<file path="src/rtl/demux4_pkg.sv">
// demux4_pkg: shared slot encoding and sizing constants for the demux4_reg block.
package demux4_pkg;

    typedef enum logic [1:0] {
        SLOT_A = 2'd0,
        SLOT_B = 2'd1,
        SLOT_C = 2'd2,
        SLOT_D = 2'd3
    } slot_e;

    localparam int NUM_SLOTS = 4;
    localparam int WIDTH_DEF = 16;
    localparam int CNT_W     = 8;

endpackage

</file>
<file path="src/rtl/demux4_slot.sv">
// demux4_slot: one-entry holding buffer for a single demux destination.
// A write in the same cycle as a consume wins, so the slot stays full with new data.
module demux4_slot
    import demux4_pkg::*;
#(
    parameter int WIDTH = WIDTH_DEF
) (
    input  logic             clk,
    input  logic             rst_n,
    input  logic             wr_en_i,
    input  logic [WIDTH-1:0] wr_data_i,
    input  logic             consume_i,
    output logic [WIDTH-1:0] data_o,
    output logic             valid_o
);

    logic [WIDTH-1:0] data_q, data_d;
    logic             valid_q, valid_d;

    // NOTE: every comb output gets a default first so no path leaves it unassigned (no latch).
    always_comb begin
        data_d  = data_q;
        valid_d = valid_q;
        if (consume_i) begin
            valid_d = 1'b0;
        end
        if (wr_en_i) begin
            data_d  = wr_data_i;
            valid_d = 1'b1;
        end
    end

    // NOTE: state uses non-blocking assignments; data is reset too because the outputs must read 0 in reset.
    always_ff @(posedge clk or negedge rst_n) begin
        if (!rst_n) begin
            data_q  <= '0;
            valid_q <= 1'b0;
        end else begin
            data_q  <= data_d;
            valid_q <= valid_d;
        end
    end

    assign data_o  = data_q;
    assign valid_o = valid_q;

endmodule

</file>
<file path="src/rtl/demux4_reg.sv">
// demux4_reg: routes one input word into one of four one-entry slots.
// Optional macro DEMUX4_REG_OVERWRITE_EN: always ready, full slots get overwritten, sticky overflow.
module demux4_reg
    import demux4_pkg::*;
#(
    parameter int WIDTH = WIDTH_DEF
) (
    input  logic                 clk,
    input  logic                 rst_n,
    input  logic [WIDTH-1:0]     in_data,
    input  logic [1:0]           in_sel,
    input  logic                 in_valid,
    output logic                 in_ready,
    output logic [WIDTH-1:0]     out_a,
    output logic [WIDTH-1:0]     out_b,
    output logic [WIDTH-1:0]     out_c,
    output logic [WIDTH-1:0]     out_d,
    output logic [NUM_SLOTS-1:0] out_valid,
    input  logic [NUM_SLOTS-1:0] consume,
    output logic                 overflow,
    output logic [CNT_W-1:0]     accept_cnt
);

    logic [WIDTH-1:0]     slot_data [NUM_SLOTS];
    logic [NUM_SLOTS-1:0] slot_valid;
    logic [NUM_SLOTS-1:0] wr_en;
    logic                 accept;
    logic [CNT_W-1:0]     cnt_q, cnt_d;

`ifdef DEMUX4_REG_OVERWRITE_EN
    assign in_ready = 1'b1;
`else
    // A full slot can still take a word when it is being drained in the same cycle.
    assign in_ready = ~slot_valid[in_sel] | consume[in_sel];
`endif

    assign accept = in_valid & in_ready;

    always_comb begin
        wr_en         = '0;
        wr_en[in_sel] = accept;
    end

    for (genvar i = 0; i < NUM_SLOTS; i++) begin : gen_slot
        demux4_slot #(
            .WIDTH(WIDTH)
        ) u_slot (
            .clk      (clk),
            .rst_n    (rst_n),
            .wr_en_i  (wr_en[i]),
            .wr_data_i(in_data),
            .consume_i(consume[i]),
            .data_o   (slot_data[i]),
            .valid_o  (slot_valid[i])
        );
    end

    assign cnt_d = cnt_q + {{(CNT_W-1){1'b0}}, accept};

    always_ff @(posedge clk or negedge rst_n) begin
        if (!rst_n) begin
            cnt_q <= '0;
        end else begin
            cnt_q <= cnt_d;
        end
    end

`ifdef DEMUX4_REG_OVERWRITE_EN
    logic overflow_q, overflow_d;

    assign overflow_d = overflow_q | (accept & slot_valid[in_sel] & ~consume[in_sel]);

    always_ff @(posedge clk or negedge rst_n) begin
        if (!rst_n) begin
            overflow_q <= 1'b0;
        end else begin
            overflow_q <= overflow_d;
        end
    end

    assign overflow = overflow_q;
`else
    assign overflow = 1'b0;
`endif

    assign out_a      = slot_data[SLOT_A];
    assign out_b      = slot_data[SLOT_B];
    assign out_c      = slot_data[SLOT_C];
    assign out_d      = slot_data[SLOT_D];
    assign out_valid  = slot_valid;
    assign accept_cnt = cnt_q;

endmodule
</file>
<file path="config.mk">
export PLATFORM = sky130hd
export DESIGN_NAME = demux4_reg
export DESIGN_NICKNAME = d
export VERILOG_FILES = /design/src/rtl/demux4_pkg.sv /design/src/rtl/demux4_slot.sv /design/src/rtl/demux4_reg.sv
export SDC_FILE = /design/constraint.sdc
export NUM_CORES = 1
export LEC_CHECK = 0
export CORE_ASPECT_RATIO = 0.9
export CORE_MARGIN = 8
export CORE_UTILIZATION = 45
export DETAILED_ROUTE_END_ITERATION = 6
export HOLD_SLACK_MARGIN = 0.06
export PLACE_DENSITY = 0.83
export SLEW_MARGIN = 20
export SYNTH_ARGS = -nofsm -noshare
export SYNTH_HDL_FRONTEND = slang
export SYNTH_SLANG_ARGS = --single-unit
</file>
<file path="constraint.sdc">
create_clock -name clk -period 2.3 [get_ports clk]
set_input_delay 0.46 -clock clk [delete_from_list [all_inputs] [get_ports clk]]
set_output_delay 0.46 -clock clk [all_outputs]
set_load 0.1 [all_outputs]
</file>
* After elaboration in Yosys (flattened, before gate mapping)
Cells that the tools add are included.
** Word-level totals
- Flip-flop bits (word level) :: 76
- Latch bits :: 0
- RAM bits :: 0
- Bits in read-only memories :: 0
- Output and inout bits :: 78
- Memories kept :: 0
** Operators by class
- $add $sub $neg :: 1
- Multipliers :: 0
- Divide/modulo/power cells :: 0
- $lt $le $gt $ge :: 2
- Equality and inequality tests :: 0
- Shift operators :: 0
- Multiplexer cells :: 14
- Bitwise operators :: 4
- Reductions and logical operators :: 5
** Operators with widths (count)
- 1-bit 2-to-1 mux :: 11
- 8-bit by 1-bit adder with 8-bit output :: 1
- 2-bit nonzero test :: 4
- 4-bit AND :: 1
- 1-bit binary-select mux with 2-bit select :: 2
- 2-bit by 3-bit less-than comparator with 1-bit output, second input constant :: 1
- 1-bit demux with 2-bit select :: 1
- 2-bit by 1-bit >= comparator with 1-bit output, second input constant :: 1
- 1-bit AND :: 1
- 1-bit logical AND :: 1
- 1-bit inverter :: 1
- 1-bit OR :: 1

* Depth between registers and ports, before layout
- Depth after elaboration :: 7
- Depth in mapped cells :: 7
- Mapped depth without buffers :: 7

* Hierarchy
A second synthesis with hierarchy kept.
** Second synthesis, totals
- Cell total of the unflattened synthesis :: 185
- Area total of the unflattened synthesis :: 3166.8 sq um
** By module, submodules not included
- demux4_slot :: instances 4, cells an instance 37, area each 683.2 sq um, seq. area each 425.4 sq um
- demux4_reg :: instances 1, cells an instance 37, area each 434.2 sq um, seq. area each 200.2 sq um

* Worst setup path before layout
OpenSTA, ideal clock, no wires.
- Path type :: input to register
- From :: in consume[0]
- To :: reg cnt_q[4] (netlist: accept_cnt[4])
- Library setup time :: 159 ps
- Arrival :: 2564 ps
- Setup slack :: -423 ps
- Stages :: 7
- Path buffers :: 0
- Path through :: nand2b_1 mux4_1 and2_2 ha_1 ha_1 nand3_1 xnor2_1
** Between the ends
- Word-level cells in the longest chain between the ends :: 5
** RTL lines
- start: declaration :: line demux4_reg.sv:19 : input logic [NUM_SLOTS-1:0] consume,
- 1-bit binary-select mux with 2-bit select :: line demux4_reg.sv:34 : assign in_ready = ~slot_valid[in_sel] | consume[in_sel];
- 1-bit 2-to-1 mux (implied by the code) :: line demux4_reg.sv:34
- 1-bit OR :: line demux4_reg.sv:34
- net in_ready :: line demux4_reg.sv:13 : output logic in_ready,
- 1-bit AND :: line demux4_reg.sv:37 : assign accept = in_valid & in_ready;
- 8-bit by 1-bit adder with 8-bit output :: line demux4_reg.sv:58 : assign cnt_d = cnt_q + {{(CNT_W-1){1'b0}}, accept};
- net cnt_d[4] :: line demux4_reg.sv:28 : logic [CNT_W-1:0] cnt_q, cnt_d;
- end signal: assignment :: line demux4_reg.sv:64 : cnt_q <= cnt_d;
- end: declaration :: line demux4_reg.sv:28
The timed path passes the listed nets, and every way through them passes these cells. The select of a mux whose other input is x is not followed.
A chain may end at the register's enable or synchronous reset.

* Worst setup path after layout
- From :: in in_sel[1]
- To :: out in_ready
** Between the ends
- Word-level cells in the longest chain between the ends :: 4
- Elaborated cells on any way between the ends :: 6
- Those cells by class :: mux: 4; bitwise: 2
** RTL lines
- start: declaration :: line demux4_reg.sv:11 : input logic [1:0] in_sel,
- 1-bit binary-select mux with 2-bit select :: line demux4_reg.sv:34
- 1-bit 2-to-1 mux (implied by the code) :: line demux4_reg.sv:34
- 1-bit inverter :: line demux4_reg.sv:34
- 1-bit OR * :: line demux4_reg.sv:34
- end: declaration :: line demux4_reg.sv:13
Mark *: on every way between the ends. The rest lies on a longest branch, timed or not. The select of a mux whose other input is x is not followed.

==> impl_results.md <==
- Netlist Area Pre-Place: just over 3000 um^2
- Fmax: 454 MHz
- First DRT Iteration DRCs: 42
- Starting Density: 0.467
- Synth cell types: 26
- Initial antenna violation count: 0
- First-pass iteration count of the detailed router: 4
- Worst skew pair latency: around 0.34 ns
- Die span in x: 103 um
- Area of the die: 9780 um^2
- Top cell type's share of synthesized area: 0.616
- First-pass GRT wire length: 11100 um
- Syn Nets: 213
- Routed WL per cell: 18.0 um
- Worst VDD drop: 0.798 mV
- Largest fanout on the critical path: 2
- #FFs+latches synth: 76
- Area Overhead vs Synth: 39.4%
- Io pins: around 100
- Number of failing hold endpoints at the final stage: 0
- Post-CTS Setup Bufs: 0
- Wirelength, routed: 7080 um
- Vias in the first global route: 2084
- Critical Path Start Type: input port
- Share of post-route cells with drive strength above 1: 0.605
- Critical path required time: 1.84 ns
- GRT Total Usage: 0.150
- Most frequent cells in the layout: buf_4 (87), dfrtp_1 (76), mux2_2 (44)
- Top cells by area, synth: dfrtp_1 (62%), mux2_2 (16%), mux2_4 (9.7%)
- DRC: 0
- HPWL after DPL: 5290 um
- Gate Count Post-Synth: 186
- Gpl congestion: 0.749
- Placed cells: 379
- Routed Antenna Nets: 0
- Area leader, netlist: dfrtp_1
- Die height: around 95 um
- Final setup violation count: 0
- Row Count: 28
- Leakage power: 2.03 nW
- Status: completed
- Port Buffers: 101
- Vias per inst: 4.90
- Sequential-to-total area share from yosys stat: 0.616
- Root buffer cell: clkbuf_8
- Power density over the cells: 1470 nW/um^2
- Worst-path clk slew: 0.07 ns
- Max-slew violations: 0
- Total Power: 6.34 mW
- Non-Filler Instances: 394
- TritonCTS clock tree: built
- Reg2reg path depth: 7
- CTS Sinks: 76
- Critical Path AT: 1.74 ns
- HP Class: input port to asynchronous set/reset pin
- Avg Inst Size Synth: ~17 um^2
- Core area: 6620 um^2
- CTS Buf Count: 9
- Worst Setup End Kind: primary output
- Synthesis Warnings: 0
- Final net count: ~330
- Via Count: 1931
- Tmin final: 2.20 ns
- Commonest non-fill, non-tap cell in the layout: buf_4
- Skew final: 0.00664 ns
- Unrepaired setup endpoints after global routing: false
- Largest net degree at the start of global routing: 40
- Critical path class: input port to primary output
- Final worst-path cycle share: 0.959
- H-tree Lvls: 3
- Max_cap viols: 0
- Overflow after GRT: 0
- Antenna fix cells: 0
- Clock Tree Buf Depth: 2
[critical path: stages]
cell and delay (ns):
clkdlybuf4s50_1 0.52, mux4_2 0.57, buf_12 0.19
[registers in the layout (all words and copies together), names as in the netlist]
signal                   count
accept_cnt                   8
gen_slot.u_slot.data_o      64
gen_slot.u_slot.valid_o      4
[metrics by stage]
stage	cell area, um^2	utilization	setup slack [ns]	TNS [ns]	hold WS (ns)
after floorplan	3100	-	0.0256	0	0.164
after global placement	4050	0.612	0.0333	0	0.454
after detailed placement	4050	0.612	-0.0286	-0.0630	0.463
after CTS	4310	0.651	0.00160	0	0.0880
after global routing	4310	0.651	0.0730	0	0.115
final	4310	0.651	0.0954	0	0.0811
[Yosys cell counts (all sizes together)]
cell    instances
nor3            1
xnor2           3
nor2            1
mux2           64
nand2           7
nand3           4
dfrtp          76
buf            11
nor3b           1
nand2b          4
conb            1
mux4            1
and2            1
nor2b           2
and3            2
xor2            3
o21ai           1
ha              2
nand3b          1
[routing by layer]
layer	wire (um)	part of all wire	vias to the layer above	track usage
met2	3670	0.52	64	0.253
li1	-	-	864	-
met5	0	0	-	0
met3	571	0.081	8	0.0529
met1	2760	0.39	995	0.173
met4	77	0.011	0	0.0542
[where the power goes]
group	leakage [nW]	internal, mW	switching (mW)
Sequential	0.910	1.64	0.210
Combinational	1.00	0.716	2.58
Clock	0.120	0.723	0.477
[area by class of cell]
| cell class | instances | area [um^2] |
|---|---|---|
| Fill cell | 468 | 2310 |
| Sequential cell | 76 | 1900 |
| Multi-Input combinational cell | 99 | 1110 |
| Timing Repair Buffer | 113 | 943 |
| Clock buffer | 10 | 128 |
| Clock inverter | 6 | 113 |
| Tap cell | 90 | 113 |
[repair_timing]
item                       CTS  global route
setup endpoints to repair    1             1
hold buffers                 0             0
gates resized for setup      2             1
[cell families (layout without fill, tap and decap cells)]
family / after synthesis / in the layout / synth area share
DFF: 76 / 76 / 0.616
xor gates and xnor gates: 6 / 6 / 0.0170
muxes: 65 / 65 / 0.266
and+or+nand+nor: 24 / 24 / 0.0522
other: 1 / 1 / 0.00121
AOI/OAI and AO/OA: 1 / 1 / 0.00162
buffers and inverters: 11 / 129 / 0.0381
adders and majority gates: 2 / 2 / 0.00810
[final timing paths]
check	from	to	slack (ns)
setup / recovery	in_sel[1]	in_ready	0.1
hold / removal	rst_n	accept_cnt[7]	0.08
setup reg to reg	gen_slot[3].u_slot.valid_o	accept_cnt[6]	0.50
hold reg to reg	accept_cnt[7]	accept_cnt[7]	0.47
max in group asynchronous	rst_n	gen_slot[3].u_slot.data_o[14]	1.63
min in group clk	accept_cnt[7]	accept_cnt[7]	0.47
Power figures use the tool's default switching activity.
